**src/rtl/st_align_pkg.sv**
```systemverilog
// st_align_pkg: shared CPU store-path definitions.
// Holds the size codes (the same encoding as the load path), the store FSM
// state encoding and a helper that maps a size code to its byte-enable mask.
package st_align_pkg;

  // Access size codes, shared with the load sign/zero-extend path
  localparam logic [1:0] ST_W = 2'b00;
  localparam logic [1:0] ST_H = 2'b01;
  localparam logic [1:0] ST_B = 2'b10;

  // Store FSM state encoding
  localparam logic [1:0] S_IDLE  = 2'd0;
  localparam logic [1:0] S_BEAT0 = 2'd1;
  localparam logic [1:0] S_BEAT1 = 2'd2;

  // Right-justified byte-enable mask for a size code; the illegal code gives 0
  function automatic logic [3:0] size_mask(input logic [1:0] size);
    case (size)
      ST_W:    size_mask = 4'b1111;
      ST_H:    size_mask = 4'b0011;
      ST_B:    size_mask = 4'b0001;
      default: size_mask = 4'b0000;
    endcase
  endfunction

endpackage

```
**src/rtl/st_align_lane_shift.sv**
```systemverilog
// st_lane_shift: combinational store lane steering, zero latency, no handshake.
// Ports: data (right-justified store data), size (access size code), off (byte
// offset in word) -> data64 (data on a two-word lane vector), be8 (enables).
module st_lane_shift
  import st_align_pkg::*;
(
  input  logic [31:0] data,
  input  logic [1:0]  size,
  input  logic [1:0]  off,
  output logic [63:0] data64,
  output logic [7:0]  be8
);

  logic [31:0] data_masked;

  // Bytes above the access size are cleared so disabled lanes carry zeros
  always_comb begin
    case (size)
      ST_W:    data_masked = data;
      ST_H:    data_masked = {16'h0000, data[15:0]};
      ST_B:    data_masked = {24'h000000, data[7:0]};
      default: data_masked = 32'h0000_0000;
    endcase
  end

  // Upper word of the vector holds the bytes that spill into the next word
  assign data64 = {32'h0000_0000, data_masked} << {off, 3'b000};
  assign be8    = {4'b0000, size_mask(size)} << off;

endmodule

```
**src/rtl/st_align.sv**
```systemverilog
// st_align: store-side data aligner, issues one or two word-aligned write beats.
// Ports: req_* store request (val/rdy), mem_* write beat (val/rdy), done pulse
// after the final beat, err pulse for an illegal size. Outputs are registered.
module st_align
  import st_align_pkg::*;
(
  input  logic        clk,
  input  logic        rst,
  input  logic        req_val,
  output logic        req_rdy,
  input  logic [31:0] req_addr,
  input  logic [31:0] req_data,
  input  logic [1:0]  req_size,
  output logic        mem_val,
  input  logic        mem_rdy,
  output logic [31:0] mem_addr,
  output logic [31:0] mem_wdata,
  output logic [3:0]  mem_be,
  output logic        done,
  output logic        err
);

  logic [1:0]  state;
  logic [63:0] lane_data;
  logic [7:0]  lane_be;
  // Second-word payload held while the first beat is outstanding
  logic [31:0] hi_wdata;
  logic [3:0]  hi_be;
  logic        accept;

  st_lane_shift u_lane_shift (
    .data   (req_data),
    .size   (req_size),
    .off    (req_addr[1:0]),
    .data64 (lane_data),
    .be8    (lane_be)
  );

  assign req_rdy = (state == S_IDLE);
  assign accept  = req_val && req_rdy;

  always_ff @(posedge clk or posedge rst) begin
    if (rst) begin
      state     <= S_IDLE;
      mem_val   <= 1'b0;
      mem_addr  <= 32'h0000_0000;
      mem_wdata <= 32'h0000_0000;
      mem_be    <= 4'b0000;
      hi_wdata  <= 32'h0000_0000;
      hi_be     <= 4'b0000;
      done      <= 1'b0;
      err       <= 1'b0;
    end else begin
      done <= 1'b0;
      err  <= 1'b0;
      case (state)
        S_IDLE: begin
          if (accept) begin
            if (req_size == 2'b11) begin
              err <= 1'b1;
            end else begin
              state     <= S_BEAT0;
              mem_val   <= 1'b1;
              mem_addr  <= {req_addr[31:2], 2'b00};
              mem_wdata <= lane_data[31:0];
              mem_be    <= lane_be[3:0];
              hi_wdata  <= lane_data[63:32];
              hi_be     <= lane_be[7:4];
            end
          end
        end
        S_BEAT0: begin
          if (mem_rdy) begin
            if (hi_be != 4'b0000) begin
              // Store crosses a word boundary; address wraps modulo 2^32
              state     <= S_BEAT1;
              mem_addr  <= mem_addr + 32'd4;
              mem_wdata <= hi_wdata;
              mem_be    <= hi_be;
            end else begin
              state     <= S_IDLE;
              mem_val   <= 1'b0;
              mem_addr  <= 32'h0000_0000;
              mem_wdata <= 32'h0000_0000;
              mem_be    <= 4'b0000;
              done      <= 1'b1;
            end
          end
        end
        S_BEAT1: begin
          if (mem_rdy) begin
            state     <= S_IDLE;
            mem_val   <= 1'b0;
            mem_addr  <= 32'h0000_0000;
            mem_wdata <= 32'h0000_0000;
            mem_be    <= 4'b0000;
            done      <= 1'b1;
          end
        end
        default: begin
          state   <= S_IDLE;
          mem_val <= 1'b0;
        end
      endcase
    end
  end

endmodule
```
**config.mk**
```make
export PLATFORM = sky130hd
export DESIGN_NAME = st_align
export DESIGN_NICKNAME = d
export VERILOG_FILES = /design/src/rtl/st_align_pkg.sv /design/src/rtl/st_align_lane_shift.sv /design/src/rtl/st_align.sv
export SDC_FILE = /design/constraint.sdc
export NUM_CORES = 1
export LEC_CHECK = 0
export BUFFER_PORTS_ARGS = -buffer_cell sky130_fd_sc_hd__buf_2
export CORE_MARGIN = 4
export CORE_UTILIZATION = 26
export DETAILED_ROUTE_END_ITERATION = 10
export PLACE_DENSITY = 0.43
export SLEW_MARGIN = 30
export SYNTH_ARGS = -nofsm -noshare
export SYNTH_HDL_FRONTEND = slang
export SYNTH_HIERARCHICAL = 1
export SYNTH_SLANG_ARGS = --single-unit
```
**constraint.sdc**
```tcl
create_clock -name clk -period 4.4 [get_ports clk]
set_input_delay 0.66 -clock clk [delete_from_list [all_inputs] [get_ports clk]]
set_output_delay 0.66 -clock clk [all_outputs]
set_load 0.05 [all_outputs]
```
Yosys cells after proc, flatten, opt, wreduce, memory -nomap -nowiden

Index checks and enable logic that the tools add are counted.

Register bits: 109
Bits of input ports: 70
Output and inout bits: 72
Logic and storage cells: 70

Add/subtract/negate cells: 1
Equal/unequal tests: 10
Shift operators: 2
Mux-type cells: 38
Bitwise operators: 1
Reductions and logical operators: 9

Operators with widths:

| operator                                                              | number |
|---|---|
| 32-bit two-way mux                                                    | 9 |
| 32-bit case mux with 3 select lines                                   | 3 |
| 32-bit by 5-bit << shifter with 64-bit output                         | 1 |
| 32-bit by 3-bit adder with 32-bit output, second input constant       | 1 |
| 4-bit case mux with 3 select lines                                    | 2 |
| 4-bit two-way mux                                                     | 5 |
| 1-bit two-way mux                                                     | 11 |
| 2-bit two-way mux                                                     | 5 |
| 5-bit AND reduction                                                   | 2 |
| 2-bit != test, second input constant                                  | 4 |
| 4-bit by 2-bit << shifter with 8-bit output                           | 1 |
| 2-bit equality test, second input constant                            | 3 |
| 2-bit case mux with 3 select lines                                    | 1 |
| 2-bit by 1-bit equality test with 1-bit output, second input constant | 2 |
| 2-bit zero test                                                       | 2 |
| 4-bit AND reduction                                                   | 1 |
| 4-bit nonzero test                                                    | 1 |
| 1-bit case mux with 3 select lines                                    | 1 |
| 3-bit AND reduction                                                   | 1 |
| 3-bit nonzero test                                                    | 1 |
| 2-bit by 1-bit != test with 1-bit output, second input constant       | 1 |
| 1-bit case mux with 2 select lines                                    | 1 |
| 1-bit logical AND                                                     | 1 |
| 1-bit inverter                                                        | 1 |

Depth between registers and ports, before layout

Word-level depth: 6
Depth in mapped cells: 9
Depth with buffers taken out: 7

Modules after synthesis

Netlist, hierarchy kept.

By module, submodules not included:

| module        | times used | cells each | area each (µm²) | seq. area each (µm²) |
|---|---|---|---|---|
| st_align      | 1          | 547        | 5283.8          | 2677.6 |
| st_lane_shift | 1          | 166        | 1101.1          | 0.0 |

Least setup slack after synthesis

No wires, ideal clock.

Path kind: reg2reg
From: register state[0]
To: register hi_be[0]
Library setup time: 0.125 ns
Arrival: 2.312 ns
Data required time: 4.275 ns
Setup slack: 1.964 ns
Stages on the path, launching flop included: 7
Period minus slack after synthesis: 2.436 ns
Cells stage by stage: dfrtp_1 > inv_1 > ha_1 > nand2_1 > a21oi_1 > clkbuf_1 > mux2_2

Cells in the longest elaborated chain, start to end: 3

Ends and longest elaborated chain:

| element                                  | line           | RTL |
|---|---|---|
| from (decl)                              | st_align.sv:23 | `logic [1:0] state;` |
| from (signal assigned)                   | st_align.sv:44 | `state <= S_IDLE;` |
| from (signal assigned)                   | st_align.sv:62 | `state <= S_BEAT0;` |
| from (signal assigned)                   | st_align.sv:76 | `state <= S_BEAT1;` |
| 2-bit zero test (*)                      | st_align.sv:39 | `assign req_rdy = (state == S_IDLE);` |
| via req_rdy                              | st_align.sv:10 | `output logic req_rdy,` |
| 1-bit logical AND                        | st_align.sv:40 | `assign accept = req_val && req_rdy;` |
| 3-bit AND reduction (no source line) (*) | n/a            |  |
| to (signal assigned)                     | st_align.sv:68 | `hi_be <= lane_be[7:4];` |
| to (decl)                                | st_align.sv:28 | `logic [3:0] hi_be;` |

The timed path passes the listed nets; every way through them passes the cells marked *.
A chain may end at the register's enable or synchronous reset.

Final worst setup path

From: register state[1]
To: register mem_addr[27]

Cells in the longest elaborated chain, start to end: 4
Elaborated cells on any way between the ends: 11
Those cells by class: eq/ne: 6; mux: 1; reduce/logical: 4

Ends and longest elaborated chain:

| element                                                   | line                           | RTL |
|---|---|---|
| 2-bit zero test                                           | st_align.sv:39, st_align.sv:56 |  |
| 1-bit logical AND                                         | st_align.sv:40                 |  |
| 2-bit by 1-bit != test with 1-bit output (no source line) | n/a                            |  |
| 5-bit AND reduction (no source line)                      | n/a                            |  |
| to (signal assigned)                                      | st_align.sv:64                 | `mem_addr <= {req_addr[31:2], 2'b00};` |
| to (signal assigned)                                      | st_align.sv:77                 | `mem_addr <= mem_addr + 32'd4;` |
| to (decl)                                                 | st_align.sv:16                 | `output logic [31:0] mem_addr,` |

Several ways; a longest one is shown, not always the timed one.

==> results.toml <==
[outcome]
status = "completed"

[cts]
postCtsSetupBuffers = 0
worstSkewPairLatency_ns = 0.36
cts_sinks = 107
ctsLongestPathBuffers = 2
clock-root-buffer = "clkbuf_16"
cts_hold_buffers = 0
clk_pin_slew_ns = 0.08
cts_buffers = 9
cts_resized = 0
cts_tree = "built"
htree_levels = 3

[grt]
antenna_found_initial = 0
grt_pass1_vias = 5608
overflow = 0
grt_max_degree = 65
grt_pass1_wl_mm = 33.5
grtUsageTotal_pct = 15.9

[timing]
slew_headroom_pct = 41.9
skew_ns = 0.00992
slew_violations = 0
fmax_mhz = 396
hold_violations = 0
fin_crit_ns = 2.53
tightest_slew_ns = 0.871
fin_setup_tns_ns = 0
setup_viol = 0
finalCritPeriodShare_pct = 57.4
rsz0062_at_grt = "false"
hold_ws_ns = 0.450

[pwr]
p_leak_nw = 3.59
finalPower_mw = 5.54
switching_power_mw = 2.90
power.share.combinational_pct = 53.2
irDropWorstVdd_v = 0.000326
seq_power_share_pct = 29.9
intPower_mw = 2.63
p_sw_share_pct = 52.4
cellPowerDensity_mw_per_mm2 = 727
power.share.clock_pct = 16.9

[logic_synthesis]
netlist_area_sq_mm = 0.00638
ys.flop_type = "dfrtp_1"
syn_area_per_cell_sq_um = 8.95
async_reset_ff_share_pct = 100
netlist.top_cell.by_area = "dfrtp_1"
yosys-top-cells-count = "dfrtp_1, o21ai_0, a21oi_1"
syn_inst = 713
ys_seq_area_share_pct = 41.9
ys_types = 59
ys_ff_latch = 107
yosys-top-cells-area = "dfrtp_1, mux2_2, o21ai_0"
synth_top_area_share_pct = 41.9
ys_warn_count = 6
synth.most_common_cell = "dfrtp_1"
synth-edff-count = 0

[drt]
wl_per_cell_microns = 19.0
routedLengthMet1_mm = 10.7
drtAntennaViolNets = 0
drc = 0
wl_met2_mm = 9.41
route.met3.wl_mm = 1.45
detail_route.vias_per_cell = 5.02
highest_layer = "met4"
wl_mm = 21.7
first_pass_iters = 4
dr_total_vias = 5741
drt-initial-drc-count = 439

[floorplanning]
dieWidth_microns = 165
placementRows = 57
die_height_microns = 165
dieArea_sq_mm = 0.0271
initial_core_util_pct = 26.3
pin_count = 142
core_area_sq_mm = 0.0242

[place]
placed_area_sq_mm = 0.00728
place_inst = 1128
dpl.hpwl_mm = 15.5
portBuffers = 139
gp_congestion = 0.852

[setup_path]
worstSetupPathType = "register to register"
cp-start-kind = "register"
crit_fanout = 16
arrival_ns = 2.80
required_ns = 4.68
endpoint_kind = "register"

[layout]
drive_gt1_share_pct = 27.5
antenna_cells = 0
final_area_sq_mm = 0.00761
final_cells = 1143
syn_to_final_growth_pct = 19.2
finish.net_count = 891

[hold_path]
hold_path_class = "input pin to asynchronous set/reset pin"

[flow_run]
maxCapViolCount = 0
power groups by stage:
stage               Combinational, mW  Sequential (mW)  Clock [mW]
floorplan                        1.32             2.48           0
global placement                 2.97             1.68           0
detailed placement               2.98             1.68           0
CTS                              2.98             1.66       0.977
global route                     3.21             1.72        1.01
finish                           2.94             1.66       0.936
metal layers:
metal / up-vias / global-route usage, %
met5: - / 0
met4: 0 / 2.72
met3: 10 / 3.84
met2: 188 / 23.8
met1: 2762 / 23.6
li1: 2781 / -
layout by cell type, fill, tap and decap left out, types with 3 or more instances in the layout:
master and instances:
nand4_1 6, nand3_1 18, o2bb2ai_1 3, nor3_1 15, nor2_1 46, inv_1 25, mux2i_1 8, o31ai_1 9
buf_2 139, a221o_1 9, and3_1 42, a31oi_1 7, nand2_1 58, a22oi_1 23, a22o_1 6, ha_1 6
o22ai_1 3, o21ai_0 72, or3_1 5, a32oi_1 7, conb_1 11, buf_4 11, clkbuf_16 9, o32ai_1 9
a21oi_1 58, nor4_1 6, mux2_2 45, dfrtp_1 107, nor2b_1 3, and2_1 9
state kept, by name, indices dropped and copies added (netlist names):
register,count
hi_wdata,32
mem_wdata,32
mem_addr,30
hi_be,4
mem_be,4
state,2
done,1
err,1
mem_val,1
worst max-delay path: stages, from the launching register on:
cell and delay (ns):
dfrtp_1 0.42, inv_1 0.09, ha_1 0.27, o41a_1 0.32, and2_1 0.63, and3_1 0.38, a32oi_1 0.13, o21ai_0 0.20
worst paths after layout:
kind | from | endpoint | slack [ns] | cells past startpoint
setup / recovery | state[1] | mem_addr[27] | 1.87 | 7
hold / removal | rst | mem_addr[6] | 0.45 | 2
setup reg to reg | state[1] | mem_addr[27] | 1.87 | 7
hold reg to reg | mem_wdata[8] | mem_wdata[8] | 0.48 | 2
max in group asynchronous | rst | hi_wdata[8] | 3.04 | 3
min in group clk | mem_wdata[8] | mem_wdata[8] | 0.48 | 2
kinds of logic (layout without fill, tap and decap cells):
kind of cell	count (synthesis)	in the layout	share of synthesized area [%]
fa+ha+maj	6	6	1.18
flops	107	107	41.9
buf+inv	97	194	7.29
compound gates	221	221	21.9
other cells	2	11	0.118
mux	53	53	9.19
simple gates	227	227	18.4
metrics by stage:
step,util [%],setup WS (ns)
6_report,31.4,1.87
2_1_floorplan,-,0.923
3_5_place_dp,30.0,1.53
4_1_cts,31.4,1.85
5_1_grt,31.4,1.63
3_3_place_gp,30.0,1.59
cell type report:
cell class / count / area [sq um]
sequential: 107 / 2680
fill: 2640 / 16600
timing repair buffer: 151 / 798
clock inverter: 6 / 108
tap: 324 / 405
multi-input combinational: 518 / 3290
clock buffer: 9 / 225
inverter: 28 / 108
(Power assumes the default switching activity.)
